===== config.mk =====
export PLATFORM = sky130hd
export DESIGN_NAME = aes256_dec_key_sched
export DESIGN_NICKNAME = d
export VERILOG_FILES = /design/src/rtl/aes_pkg.sv /design/src/rtl/aes_sbox_word.sv /design/src/rtl/aes256_dec_key_sched.sv
export SDC_FILE = /design/constraint.sdc
export NUM_CORES = 2
export LEC_CHECK = 0
export BUFFER_PORTS_ARGS = -buffer_cell sky130_fd_sc_hd__buf_2
export CORE_MARGIN = 2
export CORE_UTILIZATION = 32
export DETAILED_ROUTE_END_ITERATION = 6
export GPL_TIMING_DRIVEN = 0
export SLEW_MARGIN = 15
export SYNTH_ARGS = -nofsm -noshare
export SYNTH_HDL_FRONTEND = slang
export SYNTH_SLANG_ARGS = --single-unit

===== constraint.sdc =====
create_clock -name clk -period 23.1 [get_ports clk]
set_input_delay 0 -clock clk [delete_from_list [all_inputs] [get_ports clk]]
set_output_delay 0 -clock clk [all_outputs]
set_load 0.03 [all_outputs]

===== src/rtl/aes_pkg.sv =====
// AES shared constants and helpers.
// Key-schedule FSM states, rcon table, word-level S-box functions.
package aes_pkg;

  typedef enum logic [1:0] {
    IDLE = 2'd0,
    FWD  = 2'd1,
    EMIT = 2'd2
  } state_t;

  localparam logic [3:0] LAST_ROUND = 4'd14;
  localparam logic [3:0] FWD_CYCLES = 4'd13;

  localparam logic [7:0] RCON [8] = '{
    8'h00, 8'h01, 8'h02, 8'h04,
    8'h08, 8'h10, 8'h20, 8'h40
  };

  function automatic logic [7:0] gmul(
    input logic [7:0] a,
    input logic [7:0] b
  );
    logic [7:0] p;
    logic [7:0] x;
    p = 8'h00;
    x = a;
    for (int i = 0; i < 8; i++) begin
      if (b[i]) p = p ^ x;
      x = {x[6:0], 1'b0} ^ (x[7] ? 8'h1b : 8'h00);
    end
    return p;
  endfunction

  // x^254 is the field inverse (and maps 0 to 0)
  function automatic logic [7:0] sbox_byte(
    input logic [7:0] x
  );
    logic [7:0] p;
    logic [7:0] r;
    p = x;
    r = 8'h01;
    for (int i = 1; i < 8; i++) begin
      p = gmul(p, p);
      r = gmul(r, p);
    end
    return r ^ {r[6:0], r[7]} ^ {r[5:0], r[7:6]}
             ^ {r[4:0], r[7:5]} ^ {r[3:0], r[7:4]}
             ^ 8'h63;
  endfunction

  function automatic logic [31:0] rot_word(
    input logic [31:0] x
  );
    return {x[23:0], x[31:24]};
  endfunction

  function automatic logic [31:0] sub_word(
    input logic [31:0] x
  );
    return {sbox_byte(x[31:24]), sbox_byte(x[23:16]),
            sbox_byte(x[15:8]), sbox_byte(x[7:0])};
  endfunction

endpackage


===== src/rtl/aes_sbox_word.sv =====
// Four parallel AES byte S-boxes on one 32-bit word.
// Purely combinational; shared with the encrypt key path.
module aes_sbox_word
  import aes_pkg::*;
(
  input  logic [31:0] x,
  output logic [31:0] y
);

  for (genvar i = 0; i < 4; i++) begin : g_byte
    assign y[8*i +: 8] = sbox_byte(x[8*i +: 8]);
  end

endmodule


===== src/rtl/aes256_dec_key_sched.sv =====
// AES-256 decryption key scheduler.
// Expands forward to rk13/rk14, then walks the schedule back to rk0.
module aes256_dec_key_sched
  import aes_pkg::*;
(
  input  logic         clk,
  input  logic         reset,
  input  logic         start,
  input  logic [255:0] key_in,
  output logic         busy,
  output logic         rk_valid,
  input  logic         rk_ready,
  output logic [127:0] rk,
  output logic [3:0]   rk_round,
  output logic         rk_last
);

  state_t            state;
  logic [0:3][31:0]  a;
  logic [0:3][31:0]  b;
  logic [3:0]        k;

  logic              fwd;
  logic              hs;
  logic [31:0]       sin;
  logic [31:0]       sout;
  logic [3:0]        n;
  logic [31:0]       g;
  logic [0:3][31:0]  nw;
  logic [0:3][31:0]  pw;

  assign fwd = (state == FWD);
  assign hs  = rk_valid & rk_ready;

  // single S-box word: B[3] going forward, A[3] going backward
  assign sin = fwd ? b[3] : a[3];

  aes_sbox_word u_sbox (
    .x (sin),
    .y (sout)
  );

  // g() index: rk(k+1) forward, rk(k) when recovering rk(k-2)
  assign n = fwd ? k + 4'd1 : k;
  assign g = n[0] ? sout
                  : rot_word(sout) ^ {RCON[n[3:1]], 24'h0};

  // next forward key and previous backward key
  always_comb begin
    nw[0] = a[0] ^ g;
    pw[0] = b[0] ^ g;
    for (int j = 1; j < 4; j++) begin
      nw[j] = a[j] ^ nw[j-1];
      pw[j] = b[j] ^ b[j-1];
    end
  end

  // FSM, key window and round counter
  always_ff @(posedge clk) begin
    if (reset) begin
      state <= IDLE;
      a     <= '0;
      b     <= '0;
      k     <= 4'd0;
    end else begin
      unique case (state)
        IDLE: begin
          if (start) begin
            a     <= key_in[255:128];
            b     <= key_in[127:0];
            k     <= 4'd1;
            state <= FWD;
          end
        end
        FWD: begin
          a <= b;
          b <= nw;
          k <= k + 4'd1;
          if (k == FWD_CYCLES) state <= EMIT;
        end
        EMIT: begin
          if (hs) begin
            if (k >= 4'd2) begin
              a <= pw;
              b <= a;
              k <= k - 4'd1;
            end else if (k == 4'd1) begin
              b <= a;
              k <= 4'd0;
            end else begin
              state <= IDLE;
            end
          end
        end
        default: state <= IDLE;
      endcase
    end
  end

  assign busy     = (state != IDLE);
  assign rk_valid = (state == EMIT);
  assign rk       = rk_valid ? b : '0;
  assign rk_round = rk_valid ? k : 4'd0;
  assign rk_last  = rk_valid && (k == 4'd0);

endmodule


### Yosys cells after proc, flatten, opt, wreduce, memory -nomap -nowiden

Memory sizes are Yosys's and may differ from the RTL's.
Index checks and enable logic that the tools add are counted.

* bits in latches: 0
* memories: 1
* RAM bits: 0
* register bits after elaboration: 262
* bits of input ports: 260
* logic and storage cells: 1660
* bits in read-only memories: 64
* output and inout port bits: 135

Memory list
* (name not given): depth 8, bits a word 8, read ports 1, clocked after Yosys merged registers in 0, wr ports 0, line aes256_dec_key_sched.sv:46 `: rot_word(sout) ^ {RCON[n[3:1]], 24'h0};`

* muxes and demuxes: 839
* bitwise gates (word level): 787
* multipliers: 0
* shift operators: 0
* divide/modulo/power cells: 0
* $add $sub $neg: 2
* reduce and logical (&&, ||, !) cells: 8
* eq/ne operators: 11
* order comparisons: 2

Operator list (count)
* bitwise XOR 8 bit: 744
* 2-to-1 mux 8 bit: 422
* 2-to-1 mux 5 bit: 368
* 2-to-1 mux 128 bit: 8
* case mux 128 bit (3 select lines): 2
* bitwise XOR 32 bit: 9
* 2-to-1 mux 32 bit: 2
* 2-to-1 mux 4 bit: 10
* 2-to-1 mux 7 bit: 4
* inverter 1 bit, first input constant: 28
* 2-to-1 mux 6 bit: 4
* 2-to-1 mux 2 bit: 9
* inverter 4 bit: 4
* 2-to-1 mux 3 bit: 4
* case mux 4 bit (3 select lines): 1
* AND reduction 4 bit: 2
* inequality test 2 x 1 -> 1 bit, second input constant: 3
* inequality test 2 bit, second input constant: 3
* case mux 2 bit (3 select lines): 1
* AND reduction 5 bit: 1
* adder 4 x 1 -> 4 bit, second input constant: 1
* == test 4 x 1 -> 1 bit, second input constant: 1
* == test 4 bit, second input constant: 1
* greater-or-equal comparator 4 x 2 -> 1 bit, second input constant: 1
* other kinds (13): 16

### Longest topological paths before layout

* depth in word-level cells: 141
* gate-level depth with buffers: 82

### Cells and area by module

From an unflattened synthesis, not the netlist that was laid out.

* cells, all modules: 10440
* area, all modules: 76429.6 µm²

By module, submodules not included
* aes_sbox_word: area an instance 57337.5 µm², cells an instance 7927, instances 1
* aes256_dec_key_sched: area an instance 19092.1 µm², cells an instance 2513, instances 1

### Worst setup path before layout

OpenSTA, ideal clock, no wires.

* kind: register to register
* start point: register state[1]
* end point: register b[26] (netlist name)
* required time: 22997 ps
* arrival: 18063 ps
* setup slack: 4934 ps
* setup time: 103 ps
* stages on the path, launching flop included: 77
* path buffers: 13
* clock period less this slack: 18166 ps
* cells stage by stage: dfxtp_1 > inv_1 > ha_1 > buf_6 > buf_8 > buf_6 > mux2i_2 > inv_1 > ha_1 > buf_2 > xnor2_1 > mux2i_1 > o311ai_2 > xnor2_2 > buf_2 > buf_2 > buf_2 > buf_2 > (+41 left out) > a31oi_1 > or4_1 > buf_2 > a21o_1 > xnor2_1 > o31a_1 > a211o_1 > nand3_1 > or4b_2 > a31oi_1 > nor3_1 > xnor3_1 > xnor3_1 > mux2_2 > xor2_1 > xnor3_1 > o2111a_1 > a2111oi_2

* word-level cells in the longest chain between the ends: 137

RTL lines
* start: declaration: line aes256_dec_key_sched.sv:18 `state_t state;`
* start signal: assignment: line aes256_dec_key_sched.sv:61 `state <= IDLE;`
* start signal: assignment: line aes256_dec_key_sched.sv:72 `state <= FWD;`
* start signal: assignment: line aes256_dec_key_sched.sv:79 `if (k == FWD_CYCLES) state <= EMIT;`
* == test 2 x 1 -> 1 bit: line aes256_dec_key_sched.sv:32, aes256_dec_key_sched.sv:66
* 2-to-1 mux 32 bit: line aes256_dec_key_sched.sv:36 `assign sin = fwd ? b[3] : a[3];`
* 2-to-1 mux 5 bit, or another cell as far along: line aes_pkg.sv:29 `x = {x[6:0], 1'b0} ^ (x[7] ? 8'h1b : 8'h00);`
* bitwise XOR 8 bit, on equally long branches: line aes_pkg.sv:29, aes_pkg.sv:28
* bitwise XOR 8 bit or 2-to-1 mux 8 bit (tied branches): line aes_pkg.sv:28 `if (b[i]) p = p ^ x;`
* 2-to-1 mux 8 bit or bitwise XOR 8 bit (tied branches): line aes_pkg.sv:28
* bitwise XOR 8 bit or 2-to-1 mux 8 bit (tied branches): line aes_pkg.sv:28
* 2-to-1 mux 8 bit or bitwise XOR 8 bit (tied branches): line aes_pkg.sv:28
* (+117 left out)
* 2-to-1 mux 8 bit: line aes_pkg.sv:28
* bitwise XOR 8 bit (2 in a row): line aes_pkg.sv:46 `return r ^ {r[6:0], r[7]} ^ {r[5:0], r[7:6]}`
* bitwise XOR 8 bit (2 in a row): line aes_pkg.sv:47 `^ {r[4:0], r[7:5]} ^ {r[3:0], r[7:4]}`
* bitwise XOR 32 bit: line aes256_dec_key_sched.sv:46
* 2-to-1 mux 32 bit: line aes256_dec_key_sched.sv:45 `assign g = n[0] ? sout`
* bitwise XOR 32 bit: line aes256_dec_key_sched.sv:50 `nw[0] = a[0] ^ g;`
* bitwise XOR 32 bit (3 in a row): line aes256_dec_key_sched.sv:53 `nw[j] = a[j] ^ nw[j-1];`
* case mux 128 bit (3 select lines): line aes256_dec_key_sched.sv:66 `unique case (state)`
* end signal: assignment: line aes256_dec_key_sched.sv:70 `b <= key_in[127:0];`
* end signal: assignment: line aes256_dec_key_sched.sv:77 `b <= nw;`
* end: declaration: line aes256_dec_key_sched.sv:20 `logic [0:3][31:0] b;`

Several ways; a longest one is shown, not always the timed one. The select of a mux whose other input is x is not followed.
A chain may end at the register's enable or synchronous reset.

### Worst setup path after layout

* start point: register state[1]
* end point: register b[3] (netlist name)

Same word-level chain as after synthesis.

==> run_results.csv <==
group,metric,value,unit
route,post_drt_wl_per_cell,25.0,µm
synth,synth_seq_area_share,6.64,%
grt,grt_pass1_wl,517000,µm
floorplan,die_area,251000,µm²
grt,grt_pass1_vias,74400,
route,num_vias,82200,
cts,cts.sinks,262,
sta,finalClockSkew,48.8,ps
sta,layout_setup_ws,669,ps
setup_path,arrival,22860,ps
grt,grt_max_degree,15,
synth,synth.distinct_cells,131,
setup_path,r2r-end,"b[3]",
floorplan,coreArea,246000,µm²
job,cap_violations,0,
cts,clkTransAtPathRegs,70,ps
synth,syn_inst,10400,
setup_path,rrSetupSlack,670,ps
placed_design,post-place-cells,14000,
outcome,violations,"DRC, hold timing",
sta,fmax,44.6,MHz
layout,fin_cells,14300,
grt,grt-ovfl-total,0,
layout,area_growth,12.8,%
synth,syn_avg_cell_area,7.61,µm²
min_path,holdPathEnd,"a[14]",
sta,hold_viol,4,
synth,synth-seq-cells,262,
setup_path,rr_worst_depth,68,
route,routed_via_density,5.73,
min_path,holdPathStages,3,
sta,rsz0062_at_grt,"yes",
min_path,hp-start,"key_in[142]",
placed_design,place_congestion,1.03,
cts,clock_path_buffers,3,
floorplan,fp.dieW,501,µm
setup_path,worstPathMaxFanout,10,
cts,cts_max_level,2,
floorplan,start_util,32.2,%
setup_path,critical_path_class,"register to register",
layout,nFillCells,26000,
synth,yosysWarningCount,0,
cts,insertion_delay,620,ps
synth,syn_nets,10700,
cts,cts_buffers,34,
setup_path,worst_setup_path_start_kind,"register",
floorplan,std_cell_rows,182,
sta,post-route-period-util,97.1,%
sta,slew_violations,0,
route,routed_wl,358000,µm
setup_path,r2r_start,"state[1]",
cts,clock-root-buffer,"clkbuf_16",
route,ant_nets,0,
setup_path,cp_data_required_time,23520,ps
route,drt_iter0_markers,10900,
layout,nets,11300,
placed_design,dpl.hpwl,280000,µm
floorplan,die_y,501,µm
route,firstDrtPassIters,7,
synth,async_flop_share,0,%
placed_design,portBuffers,393,
setup_path,cp-end-kind,"register",
sta,slew_headroom,8.52,%
min_path,hp-class,"primary input to register",
setup_path,critPathMaxStageDelay,890,ps
setup_path,slowest_stage,"xnor2_1",
setup_path,critical_path.top_delay_family,"XOR/XNOR gates",
setup_path,cp_num_buf_inv,18,
setup_path,crit_top_cell,"xnor3_1",
floorplan,io_pins,395,
synth,synth_edf_count,0,
layout,drive_gt1_share,11.6,%
synth,synth_area,79000,µm²
route,remaining_drc_errors,2,
sta,tightest_slew,1370,ps
cts,cts_tree,"done",
setup_path,cp-startpoint,"state[1]",
synth,synth_flop_cell,"dfxtp_1",
placed_design,place_worst_setup_slack,-717,ps
sta,timing.hold.ws,-32.4,ps
sta,period_needed,22430,ps
outcome,status,"complete, but fails checks",
sta,setup_violations,0,
grt,grt_usage,27.1,%
grt,grt_antenna_before_repair,48,
## metrics by stage
stage          hold slack [ps]  utilization (%)  area [µm²]  setup TNS, ps
2_1_floorplan              201                -       79000              0
3_3_place_gp               324             34.6       85000          -9870
3_5_place_dp               324             34.6       85000         -10740
4_1_cts                  0.706             36.0       88500              0
5_1_grt                   7.32             36.3       89100           -219
6_report                 -32.4             36.3       89100              0
## layout by cell type (no fill, tap or decap), types with 36 or more instances in the layout
cell type | synthesis | layout
xnor2_2 | 90 | 128
xnor3_2 | 46 | 47
clkbuf_1 | 445 | 438
a22oi_1 | 70 | 70
o21ai_1 | 51 | 51
nand2_1 | 1056 | 1056
o22ai_1 | 111 | 111
buf_2 | 157 | 550
a31oi_1 | 85 | 85
mux2i_1 | 306 | 302
dfxtp_1 | 262 | 262
diode_2 | 0 | 52
buf_6 | 44 | 44
nand2b_1 | 78 | 78
and3_1 | 50 | 50
o211a_1 | 89 | 89
a32oi_1 | 36 | 36
a21oi_1 | 721 | 717
o21ai_0 | 440 | 440
o211ai_1 | 153 | 153
o31ai_1 | 51 | 51
xor2_1 | 497 | 484
nor2b_1 | 99 | 99
xnor3_1 | 406 | 405
xor3_1 | 42 | 42
xor2_2 | 40 | 51
a211oi_1 | 171 | 170
nand3_1 | 194 | 194
inv_1 | 116 | 116
dlygate4sd3_1 | 7 | 233
a21o_1 | 48 | 48
nor3_1 | 224 | 224
buf_1 | 55 | 52
mux2_2 | 91 | 91
nor2_1 | 1434 | 1433
and2_1 | 172 | 172
buf_4 | 60 | 64
xnor2_1 | 1602 | 1563
## repair_timing
action | in CTS | in global routing
pin swaps | 0 | 2
hold endpoints to repair | 226 | 0
endpoints found under the setup margin | 43 | 160
cloned | 0 | 0
gates resized for setup | 12 | 85
hold buffers | 226 | 0
setup buffers | 0 | 4
## worst max-delay path by stage
stage / end / slack (ps) / depth (start not counted)
floorplan: b[26] / 4930 / 76
CTS: b[15] / 70 / 76
finish: b[3] / 670 / 68
global route: b[12] / -90 / 72
detailed placement: b[15] / -720 / 77
global placement: b[15] / -700 / 79
## per-layer routing
metal	share of wire, %	wire, µm	track usage (%)
met5	0.085	303	0.328
met4	7.4	26500	16.7
met3	10	36000	5.43
met2	42	149000	40.0
met1	41	147000	36.1
## state kept, by name, summed over array words and instances (netlist names)
signal	count
k	4
b	128
state	2
a	128
## Yosys cell counts (40+ instances only)
master	instances	area, µm²
and3_1	50	313
o211ai_1	153	1150
nor3_1	224	1120
nor2b_1	99	619
and2_1	172	1080
a31oi_1	85	532
xor2_1	497	4350
xnor3_1	406	9140
mux2_2	91	1020
buf_1	55	206
o22ai_1	111	694
a21oi_1	721	3610
o21ai_1	51	255
a22oi_1	70	526
a211oi_1	171	1280
clkbuf_1	445	1670
o21ai_0	440	2200
buf_6	44	495
nand2_1	1056	3960
xor2_2	40	651
dfxtp_1	262	5250
a21o_1	48	360
o31ai_1	51	383
xnor2_2	90	1460
o211a_1	89	891
nand2b_1	78	488
buf_4	60	450
xnor2_1	1602	14000
mux2i_1	306	3060
buf_2	157	786
nand3_1	194	971
xnor3_2	46	1090
xor3_1	42	998
nor2_1	1434	5380
inv_1	116	435
## worst min-delay path: stages
cell	delay [ps]
buf_2	170
a21oi_1	230
a211oi_1	90
## cells by family (layout without fill, tap and decap cells)
family	after synthesis	after routing	share of synthesized area, %
fa+ha+maj	32	32	0.503
simple gates	3503	3503	19.3
mux	442	442	6.10
other cells	0	52	0
compound gates	2448	2448	20.3
flops	262	262	6.64
xor+xnor	2761	2761	41.4
buf+inv	936	1619	5.69
## cell type report
cell class	instances	area, µm²	share of cell area (%)
buffer	793	3970	4.46
clock buffer	48	995	1.12
antenna	52	130	0.146
clock inverter	12	165	0.185
timing repair buffer	623	4260	4.78
sequential	262	5250	5.88
multi-input combinational	9186	69800	78.3
inverter	143	546	0.612
tap	3220	4030	4.52
Power is not shown: default switching activity piles up to over one toggle a cycle in this logic, so the estimate is an artifact.
